===== config.mk =====
export PLATFORM = sky130hd
export DESIGN_NAME = lcd_link_arbiter
export DESIGN_NICKNAME = d
export VERILOG_FILES = /design/src/rtl/lcd_link_pkg.sv /design/src/rtl/lcd_phase_timer.sv /design/src/rtl/lcd_link_arbiter.sv
export SDC_FILE = /design/constraint.sdc
export NUM_CORES = 1
export LEC_CHECK = 0
export ABC_AREA = 0
export BUFFER_PORTS_ARGS = -buffer_cell sky130_fd_sc_hd__buf_2
export CORE_UTILIZATION = 47
export CTS_CLUSTER_DIAMETER = 40
export DETAILED_ROUTE_END_ITERATION = 16
export PLACE_DENSITY_LB_ADDON = 0.3
export SLEW_MARGIN = 20
export SYNTH_ARGS = -nofsm -noshare
export SYNTH_HDL_FRONTEND = slang
export SYNTH_HIERARCHICAL = 1
export SYNTH_SLANG_ARGS = --single-unit

===== constraint.sdc =====
create_clock -name clk -period 1.9 [get_ports clk]
set_input_delay 0.38 -clock clk [delete_from_list [all_inputs] [get_ports clk]]
set_output_delay 0.38 -clock clk [all_outputs]
set_load 0.02 [all_outputs]

===== src/rtl/lcd_link_pkg.sv =====
// Shared constants for the LCD serial link arbiter: state encoding,
// default frame geometry and requester indices.
package lcd_link_pkg;

  typedef enum logic [2:0] {
    IDLE     = 3'd0,
    CLEAR    = 3'd1,
    SHIFT_LO = 3'd2,
    SHIFT_HI = 3'd3,
    LOAD     = 3'd4,
    GAP      = 3'd5
  } lcd_state_t;

  localparam int WIDTH_DEF   = 32;
  localparam int CLK_DIV_DEF = 4;

  localparam int REQ0 = 0;
  localparam int REQ1 = 1;

endpackage


===== src/rtl/lcd_phase_timer.sv =====
// Phase timer: down-counter reloaded with CLK_DIV-1 on every phase entry;
// done is high during the final cycle of the phase.
module lcd_phase_timer
  import lcd_link_pkg::*;
#(
  parameter int CLK_DIV = CLK_DIV_DEF
) (
  input  logic clk,
  input  logic rst,
  input  logic load,
  output logic done
);

  localparam int TW = $clog2(CLK_DIV + 1);

  logic [TW-1:0] cnt;

  always_ff @(posedge clk) begin
    if (rst) begin
      cnt <= '0;
    end else if (load) begin
      cnt <= TW'(CLK_DIV - 1);
    end else if (cnt != '0) begin
      cnt <= cnt - TW'(1);
    end
  end

  assign done = (cnt == '0);

endmodule


===== src/rtl/lcd_link_arbiter.sv =====
// Round-robin arbiter for two frame sources sharing the serial LCD link.
// Optional clear phase at frame start is built when LCD_ARB_CLEAR_EN is defined.
//
// state    | meaning
// ---------+-----------------------------------------------------------
// IDLE     | link quiet, waiting for a request to arbitrate
// CLEAR    | sclr_n low for one phase (LCD_ARB_CLEAR_EN only)
// SHIFT_LO | sclk low, sdata driving current MSB
// SHIFT_HI | sclk high, sdata held; shift and count bit on exit
// LOAD     | sload high, latches the shifted frame into the LCD
// GAP      | link idle for one phase before the next arbitration
module lcd_link_arbiter
  import lcd_link_pkg::*;
#(
  parameter int WIDTH   = WIDTH_DEF,
  parameter int CLK_DIV = CLK_DIV_DEF
) (
  input  logic             clk,
  input  logic             rst,
  input  logic             req0,
  input  logic [WIDTH-1:0] data0,
  output logic             ack0,
  input  logic             req1,
  input  logic [WIDTH-1:0] data1,
  output logic             ack1,
  output logic             busy,
  output logic             sclk,
  output logic             sdata,
  output logic             sload,
  output logic             sclr_n
);

  localparam int BW = $clog2(WIDTH + 1);

  lcd_state_t       state, state_nxt;
  logic [WIDTH-1:0] shreg, shreg_nxt;
  logic [BW-1:0]    bit_cnt, bit_cnt_nxt, bit_cnt_inc;
  logic             last, last_nxt;  // 1: requester 1 was granted last
  logic [1:0]       ack_nxt;
  logic             busy_nxt, sclk_nxt, sdata_nxt, sload_nxt;
  logic             phase_done;

  lcd_phase_timer #(.CLK_DIV(CLK_DIV)) u_phase_timer (
    .clk  (clk),
    .rst  (rst),
    .load (state_nxt != state),
    .done (phase_done)
  );

  always_comb begin
    state_nxt   = state;
    shreg_nxt   = shreg;
    bit_cnt_nxt = bit_cnt;
    last_nxt    = last;
    ack_nxt     = '0;
    bit_cnt_inc = bit_cnt + BW'(1);
    unique case (state)
      IDLE: begin
        if (req0 || req1) begin
          if (req1 && (!req0 || !last)) begin
            ack_nxt[REQ1] = 1'b1;
            shreg_nxt     = data1;
            last_nxt      = 1'b1;
          end else begin
            ack_nxt[REQ0] = 1'b1;
            shreg_nxt     = data0;
            last_nxt      = 1'b0;
          end
          bit_cnt_nxt = '0;
`ifdef LCD_ARB_CLEAR_EN
          state_nxt = CLEAR;
`else
          state_nxt = SHIFT_LO;
`endif
        end
      end
`ifdef LCD_ARB_CLEAR_EN
      CLEAR:    if (phase_done) state_nxt = SHIFT_LO;
`endif
      SHIFT_LO: if (phase_done) state_nxt = SHIFT_HI;
      SHIFT_HI: begin
        if (phase_done) begin
          shreg_nxt   = shreg << 1;
          bit_cnt_nxt = bit_cnt_inc;
          state_nxt   = (bit_cnt_inc == BW'(WIDTH)) ? LOAD : SHIFT_LO;
        end
      end
      LOAD:     if (phase_done) state_nxt = GAP;
      GAP:      if (phase_done) state_nxt = IDLE;
      default:  state_nxt = IDLE;
    endcase

    // Link outputs are decoded from next-state so they land in flops.
    busy_nxt  = (state_nxt != IDLE);
    sclk_nxt  = (state_nxt == SHIFT_HI);
    sdata_nxt = ((state_nxt == SHIFT_LO) || (state_nxt == SHIFT_HI)) && shreg_nxt[WIDTH-1];
    sload_nxt = (state_nxt == LOAD);
  end

  always_ff @(posedge clk) begin
    if (rst) begin
      state   <= IDLE;
      shreg   <= '0;
      bit_cnt <= '0;
      last    <= 1'b1;
      ack0    <= 1'b0;
      ack1    <= 1'b0;
      busy    <= 1'b0;
      sclk    <= 1'b0;
      sdata   <= 1'b0;
      sload   <= 1'b0;
    end else begin
      state   <= state_nxt;
      shreg   <= shreg_nxt;
      bit_cnt <= bit_cnt_nxt;
      last    <= last_nxt;
      ack0    <= ack_nxt[REQ0];
      ack1    <= ack_nxt[REQ1];
      busy    <= busy_nxt;
      sclk    <= sclk_nxt;
      sdata   <= sdata_nxt;
      sload   <= sload_nxt;
    end
  end

`ifdef LCD_ARB_CLEAR_EN
  always_ff @(posedge clk) begin
    if (rst) sclr_n <= 1'b1;
    else     sclr_n <= (state_nxt != CLEAR);
  end
`else
  assign sclr_n = 1'b1;
`endif

endmodule


==> results of run 1 <==
layer usage:
metal	routed length (um)	up-vias	GRT usage, %
met5	0	-	0
met4	73	0	6.35
met3	303	7	3.71
met2	2680	74	32.7
met1	2570	1079	23.5
li1	-	1209	-
synth_stat cells (all sizes together) (4+ instances only):
| library cell | n |
|---|---|
| a22oi | 30 |
| a31oi | 4 |
| inv | 4 |
| nor2b | 4 |
| a21oi | 39 |
| ha | 4 |
| dfxtp | 51 |
| nand2 | 38 |
| nand2b | 5 |
| mux2 | 31 |
| nand3 | 4 |
| nor2 | 9 |
| o21ai | 4 |
| clkbuf | 9 |
| buf | 16 |
| nor3 | 8 |
worst paths after layout:
| path | endpoint | slack (ns) |
|---|---|---|
| setup / recovery | bit_cnt[3] | 0.003 |
| hold / removal | u_phase_timer/cnt[2] | 0.35 |
| setup reg to reg | bit_cnt[3] | 0.003 |
| hold reg to reg | shreg[24] | 0.46 |
timing repair:
item | in CTS | in global routing
setup endpoints to repair | 1 | 41
gates resized for setup | 0 | 12
pin swaps | 0 | 1
buffers inserted | 0 | 3
cloned | 0 | 1
final cells by class:
class	count	area, um^2	share of cell area, %
multi-input combinational	212	1470	45.2
sequential	51	1020	31.5
timing repair buffer	94	561	17.2
tap	70	87.6	2.69
clock buffer	5	68.8	2.12
clock inverter	3	28.8	0.885
inverter	4	15.0	0.462
where the power goes:
group	switching, mW	leakage [nW]	internal [mW]
clock	0.381	0.0502	0.273
combinational	0.346	0.882	0.356
sequential	0.0590	0.419	1.17
total	0.787	1.35	1.80
cell families (layout without fill, tap and decap cells):
group / Yosys count / count (layout) / synth area share (%)
xor+xnor: 3 / 3 / 1.01
buf+inv: 29 / 106 / 5.35
fa+ha+maj: 4 / 4 / 1.93
other cells: 1 / 1 / 0.144
compound gates: 89 / 89 / 22.5
mux: 31 / 31 / 13.4
flops: 51 / 51 / 39.3
simple gates: 84 / 84 / 16.3
worst max-delay path, stage by stage, from the launching register on:
cell	delay, ns
dfxtp_2	0.34
inv_1	0.08
ha_2	0.19
nand2b_1	0.11
inv_2	0.08
and4b_2	0.30
a21oi_4	0.08
or4_1	0.50
a21oi_1	0.16
sequential cells by signal, summed over array words and instances, names as in the netlist:
name,count
ack1,1
shreg,32
sclk,1
u_phase_timer/cnt,3
sdata,1
state,3
ack0,1
sload,1
busy,1
bit_cnt,6
last,1
per-stage QoR:
step                      power [mW]  hold slack, ns  setup slack [ns]
final                           2.59           0.348           0.00342
after detailed placement        1.90           0.450            0.0256
after floorplan                 1.68           0.432            0.0121
after global placement          1.88           0.443             0.101
after global routing            2.75           0.352           -0.0390
after CTS                       2.55           0.343          -0.00163
==> results_dict.tcl, run 1 <==
set metrics [dict create \
    avgSynthCellArea_um2 8.90 \
    cp-startpoint "u_phase_timer/cnt[1]" \
    synth_seq_cells 51 \
    dpl.cell_count 427 \
    finalInstanceArea_um2 3250 \
    rows 26 \
    ant_nets 0 \
    synth_nets 364 \
    cts_tree "built" \
    firstDrtPassIters 4 \
    grt_antenna_before_repair 0 \
    hold_depth 2 \
    grt_use_total_pct 18.9 \
    crit_required_ns 2.14 \
    grt_pass1_vias 2142 \
    clk_pin_slew_ns 0.10 \
    async_reset_ff_share_pct 0 \
    die-area_um2 5830 \
    synth_edf_count 0 \
    dp_hpwl_mm 3.90 \
    final_common_cell "buf_2" \
    vdd_drop_max_mv 0.501 \
    worstPathMaxFanout 6 \
    synth.area.top_cells "dfxtp_1 39%, mux2_2 13%, a22oi_1 8.7%" \
    final_core_util_pct 62.5 \
    synth.distinct_cells 45 \
    yosysTopAreaCell "dfxtp_1" \
    yosys.area.top_type_share_pct 39.3 \
    die_w_um 76.3 \
    drt_iter0_markers 133 \
    dieHeight_um 76.3 \
    status "completed" \
    cts-hold-fix-buffers 0 \
    post_drt_wl_per_cell_um 12.8 \
    pin_count 75 \
    clockRootBuffer "clkbuf_8" \
    drc 0 \
    yosysWarnings 6 \
    grt_first_pass_wirelength_mm 9.12 \
    crit_type "flip-flop to flip-flop" \
    fmax_ghz 0.527 \
    p_leak_nw 1.35 \
    place_congestion 0.799 \
    yosysSeqAreaShare_pct 39.3 \
    startpoint_type "flip-flop" \
    start_util_pct 49.9 \
    cts_buffer_depth 2 \
    h-tree-depth 2 \
    r2r-start "u_phase_timer/cnt[1]" \
    grt_max_degree 45 \
    via_count 2369 \
    clk_latency_ns 0.31 \
    cts_sinks 51 \
    worst-r2r-cell-count 8 \
    netlist_area_um2 2600 \
    power.density_nw_per_um2 796 \
    ys.flop_type "dfxtp_1" \
    final.setup.tns_ns 0 \
    totalWireLength_mm 5.62 \
    via_per_inst 5.40 \
    placed_area_um2 3090 \
    diodes 0 \
    final-hold-violation-count 0 \
    skew_ns 0.00947 \
    cts_buffers 5 \
    layout-drive-gt1-share_pct 39.3 \
    core_region_area_um2 5200 \
    fin_cells 439 \
    syn2layout_area_growth_pct 25.2 \
    final.fill_count 455 \
    period_share_pct 99.8 \
    cp_data_arrival_time_ns 2.14 \
    final_cell_mix "74 x buf_2, 49 x dfxtp_1, 38 x nand2_1, 38 x a21oi_1, 31 x mux2_2" \
    synth_cells 292 \
    fin_crit_ns 1.90 \
    min_path_type "input pin to flip-flop" \
    drv_slew 0 \
    drv_cap 0 \
    min_from "rst" \
    overflow 0 \
    critPathCaptureType "flip-flop" \
    nets 440 \
    portBuffers 73 \
    setup_viol 0 \
]
Power figures use the tool's default switching activity.
==> run 2, diff against run 1 <==
Settings changed: CORE_UTILIZATION 47 to 40.
==> run 2 against run 1 <==
Worst setup slack gained 0.11 ns. Cell count grew 0.68%. Combinational power shrank 2%. Design area shrank 0.81%. Sequential power is essentially flat. Largest cell class unchanged. Clock power grew 0.8%. Total power shrank 0.36%. Maximum frequency grew 5.9%. Critical path depth is the same. Highest routed layer unchanged. Register-to-register slack gained 0.11 ns.
==> results_dict.tcl, run 2 (synthesized netlist as in run 1, its figures left out) <==
set metrics [dict create \
    crit_type "flip-flop to flip-flop" \
    cts_buffer_depth 2 \
    h-tree-depth 2 \
    regToRegSetupSlack_ns 0.11 \
    drv_cap 0 \
    worstPathMaxFanout 4 \
    setup_viol 0 \
    min_from "shreg[16]" \
    layout-drive-gt1-share_pct 38.4 \
    r2r-start "u_phase_timer/cnt[1]" \
    largest_reg_flops 32 \
    grt_max_degree 34 \
    final.setup.tns_ns 0 \
    drc 0 \
    worst-r2r-cell-count 8 \
    start_util_pct 42.6 \
    cts_buffers 5 \
    p_leak_nw 1.33 \
    worstReg2RegEnd "bit_cnt[3]" \
    cts-hold-fix-buffers 0 \
    rsz0062_at_grt "false" \
    grt_pass1_vias 2088 \
    crit_required_ns 2.13 \
    die_w_um 82.6 \
    grt_use_total_pct 17.2 \
    ant_nets 0 \
    core_region_area_um2 6100 \
    final-hold-violation-count 0 \
    status "completed" \
    nets 438 \
    skew_ns 0.00730 \
    fmax_ghz 0.559 \
    portBuffers 73 \
    overflow 0 \
    holdPathEnd "shreg[16]" \
    totalWireLength_mm 5.71 \
    clk_latency_ns 0.30 \
    diodes 0 \
    drv_slew 0 \
    post_drt_wl_per_cell_um 12.9 \
    clk_pin_slew_ns 0.09 \
    cp_data_arrival_time_ns 2.02 \
    hold_depth 2 \
    drt_iter0_markers 117 \
    fin_crit_ns 1.79 \
    place_congestion 0.776 \
    final_cell_mix "73 x buf_2, 51 x dfxtp_1, 38 x nand2_1, 38 x a21oi_1, 31 x mux2_2" \
    rows 28 \
    die-area_um2 6820 \
    total_power_mw 2.58 \
    cts_tree "built" \
    power.density_nw_per_um2 799 \
    regMostFlops "shreg" \
    firstDrtPassIters 4 \
    cts_sinks 51 \
    syn2layout_area_growth_pct 24.2 \
    pin_count 75 \
    via_per_inst 5.27 \
    final_common_cell "buf_2" \
    grt_antenna_before_repair 0 \
    grt_first_pass_wirelength_mm 9.00 \
    via_count 2331 \
    reg.largest.list "shreg (32), bit_cnt (6)" \
    period_share_pct 94.2 \
    dp_hpwl_mm 4.05 \
    dieHeight_um 82.6 \
    clockRootBuffer "clkbuf_8" \
    startpoint_type "flip-flop" \
    min_path_type "flip-flop to flip-flop" \
    vdd_drop_max_mv 0.411 \
    critPathCaptureType "flip-flop" \
]
-- run 2: cell types whose count changed in the layout (fill, tap and decap cells not counted), sizes merged --
cell	delta
buf	-2
clkinv	-1
clkinvlp	+1
clkbuf	+1
inv	-1
-- run 2: final cells by class --
type / count / area, um^2
fillers: 582 / 2870
clock buffers: 6 / 82.6
multi-input cells: 212 / 1470
repair buffers: 92 / 533
inverters: 4 / 15.0
flip-flops and latches: 51 / 1020
well taps: 75 / 93.8
clock inverters: 2 / 16.3
-- run 2: timing repair --
action	CTS	global route
setup buffers	0	0
resized for setup	1	6
endpoints found under the setup margin	1	31
pin swaps	0	1
endpoints found under the hold margin	0	0
-- run 2: how the worst max path moves through the flow --
stage	from	cells past startpoint	slack [ns]	endpoint
3_3_place_gp	u_phase_timer/cnt[0]	8	0.1	bit_cnt[3]
4_1_cts	u_phase_timer/cnt[0]	8	0.006	bit_cnt[3]
5_1_grt	u_phase_timer/cnt[1]	8	0.006	bit_cnt[3]
6_report	u_phase_timer/cnt[1]	8	0.11	bit_cnt[3]
3_5_place_dp	u_phase_timer/cnt[0]	8	0.01	bit_cnt[3]
2_1_floorplan	u_phase_timer/cnt[0]	10	0.01	bit_cnt[3]
-- run 2: per-layer routing --
layer,vias to the layer above,part of all wire (%),wire [um],track usage (%)
met3,5,4.6,263,3.63
met1,1058,47,2670,20.7
met5,-,0,0,0
met2,62,48,2720,30.7
met4,0,0.89,51,4.66
li1,1206,-,-,-
-- run 2: worst max-delay path, stage by stage (launching register included) --
cell	delay, ns
dfxtp_1	0.34
inv_2	0.08
ha_4	0.14
nand2b_1	0.08
inv_2	0.08
and4b_2	0.30
a21oi_4	0.06
or4_1	0.49
a21oi_1	0.15
-- run 2: through the flow --
| stage | instance area [um^2] | instances | hold slack [ns] | setup WS [ns] | util, % |
|---|---|---|---|---|---|
| final | 3230 | 442 | 0.460 | 0.110 | 52.9 |
| after global routing | 3230 | 442 | 0.474 | 0.00634 | 52.9 |
| after CTS | 3210 | 442 | 0.461 | 0.00560 | 52.6 |
| after detailed placement | 3110 | 434 | 0.447 | 0.0130 | 51.0 |
| after global placement | 3110 | 434 | 0.443 | 0.0990 | 51.0 |
| after floorplan | 2600 | 292 | 0.432 | 0.0121 | - |
-- run 2: power breakdown --
part | total [mW] | switching [mW] | leakage, nW | internal [mW]
clock network | 0.660 | 0.363 | 0.0474 | 0.298
logic | 0.690 | 0.342 | 0.865 | 0.348
registers | 1.23 | 0.0587 | 0.419 | 1.17
==> run 3, diff against run 2 <==
Settings changed: RECOVER_POWER from default to 25.
==> run 3 against run 2 <==
Hold slack better by 0.0015 ns. Cell count unchanged. Die area unchanged. Count of clock-buffer cells in the layout unchanged. Maximum frequency about the same. Clock power about the same. Critical path type unchanged. Critical endpoint unchanged. Largest cell class unchanged.
==> results_dict.tcl, run 3 (synthesized netlist as in run 1, its figures left out) <==
set metrics [dict create \
    grt_pass1_vias 2088 \
    cts_buffers 5 \
    cts-hold-fix-buffers 0 \
    multi_input_area_um2 1460 \
    largest_reg_flops 32 \
    via_count 2332 \
    period_share_pct 94.2 \
    power.density_nw_per_um2 802 \
    fmax_ghz 0.559 \
    grt_first_pass_wirelength_mm 9.00 \
    worst-r2r-cell-count 8 \
    syn2layout_area_growth_pct 23.7 \
    dieHeight_um 82.6 \
    register_area_um2 1020 \
    crit_required_ns 2.13 \
    p_leak_nw 1.30 \
    place_congestion 0.776 \
    dp_hpwl_mm 4.05 \
    cts_tree "built" \
    drv_slew 0 \
    rsz0062_at_grt "false" \
    fin_crit_ns 1.79 \
    pin_count 75 \
    h-tree-depth 2 \
    grt_max_degree 34 \
    regToRegSetupSlack_ns 0.11 \
    min_path_type "flip-flop to flip-flop" \
    overflow 0 \
    drt_iter0_markers 117 \
    core_region_area_um2 6100 \
    status "completed" \
    grt_use_total_pct 17.2 \
    worst_pin_slew_ns 0.511 \
    vdd_drop_max_mv 0.410 \
    rows 28 \
    skew_ns 0.00721 \
    start_util_pct 42.6 \
    clockRootBuffer "clkbuf_8" \
    via_per_inst 5.28 \
    final-hold-violation-count 0 \
    cts_setup_buffers 0 \
    setup_viol 0 \
    totalWireLength_mm 5.72 \
    ant_nets 0 \
    crit_type "flip-flop to flip-flop" \
    total_power_mw 2.58 \
    clk_pin_slew_ns 0.09 \
    cp-startpoint "u_phase_timer/cnt[1]" \
    cp_data_arrival_time_ns 2.02 \
    final.setup.tns_ns 0 \
    final_cell_mix "67 x buf_2, 51 x dfxtp_1, 38 x nand2_1, 38 x a21oi_1, 31 x mux2_2" \
    crit_path_end "bit_cnt[3]" \
    layout-drive-gt1-share_pct 36.5 \
    clk_latency_ns 0.30 \
    diodes 0 \
    post_drt_wl_per_cell_um 12.9 \
    cts_buffer_depth 2 \
    regMostFlops "shreg" \
    drc 0 \
    worstPathMaxFanout 4 \
    worstReg2RegEnd "bit_cnt[3]" \
    slew_headroom_pct 65.9 \
    die-area_um2 6820 \
    portBuffers 73 \
    final_common_cell "buf_2" \
    cts_sinks 51 \
    startpoint_type "flip-flop" \
    r2r-start "u_phase_timer/cnt[1]" \
    nets 438 \
    firstDrtPassIters 4 \
    critPathCaptureType "flip-flop" \
    die_w_um 82.6 \
    reg.largest.list "shreg (32), bit_cnt (6)" \
    drv_cap 0 \
    final.fill_count 586 \
    grt_antenna_before_repair 0 \
]
## run 3: final cells by class
cell class	instances	share of cell area [%]
Timing Repair Buffer	92	16.3
Clock inverter	2	0.506
Sequential cell	51	31.8
Inverter	4	0.467
Multi-Input combinational cell	212	45.4
Clock buffer	6	2.57
Tap cell	75	2.92
## run 3: critical path: stages (launching register included)
cell	delay, ns
dfxtp_1	0.34
inv_2	0.08
ha_4	0.14
nand2b_1	0.08
inv_2	0.08
and4b_2	0.30
a21oi_4	0.06
or4_1	0.49
a21oi_1	0.14
## run 3: repair_timing
action                                  CTS  global route
gates resized for setup                   1             6
pin swaps                                 0             1
endpoints found under the setup margin    1            31
## run 3: how the worst min path moves through the flow
stage / from / endpoint / slack [ns] / cells after the start
global route: shreg[17] / shreg[17] / 0.47 / 2
floorplan: shreg[17] / shreg[17] / 0.43 / 2
CTS: shreg[10] / shreg[10] / 0.46 / 2
global placement: shreg[28] / shreg[28] / 0.44 / 2
detailed placement: shreg[10] / shreg[10] / 0.45 / 2
finish: shreg[16] / shreg[16] / 0.46 / 2
## run 3: metrics by stage
step           hold WS (ns)  cells  cell area (um^2)  utilization, %  setup WS (ns)
2_1_floorplan         0.432    292              2600               -         0.0121
3_3_place_gp          0.443    434              3110            51.0         0.0990
3_5_place_dp          0.447    434              3110            51.0         0.0130
4_1_cts               0.461    442              3210            52.6        0.00560
5_1_grt               0.474    442              3210            52.7        0.00631
6_report              0.462    442              3210            52.7          0.110
## run 3: per-layer routing
layer  GRT usage [%]  vias to the layer above  routed length (um)
met5               0                        -                   0
met3            3.63                        5                 258
met1            20.7                     1059                2710
li1                -                     1206                   -
met2            30.7                       62                2700
met4            4.66                        0                  51
## run 3: power breakdown
part | total [mW] | switching [mW] | internal, mW
Clock | 0.660 | 0.363 | 0.298
Sequential | 1.23 | 0.0583 | 1.17
Combinational | 0.687 | 0.343 | 0.344
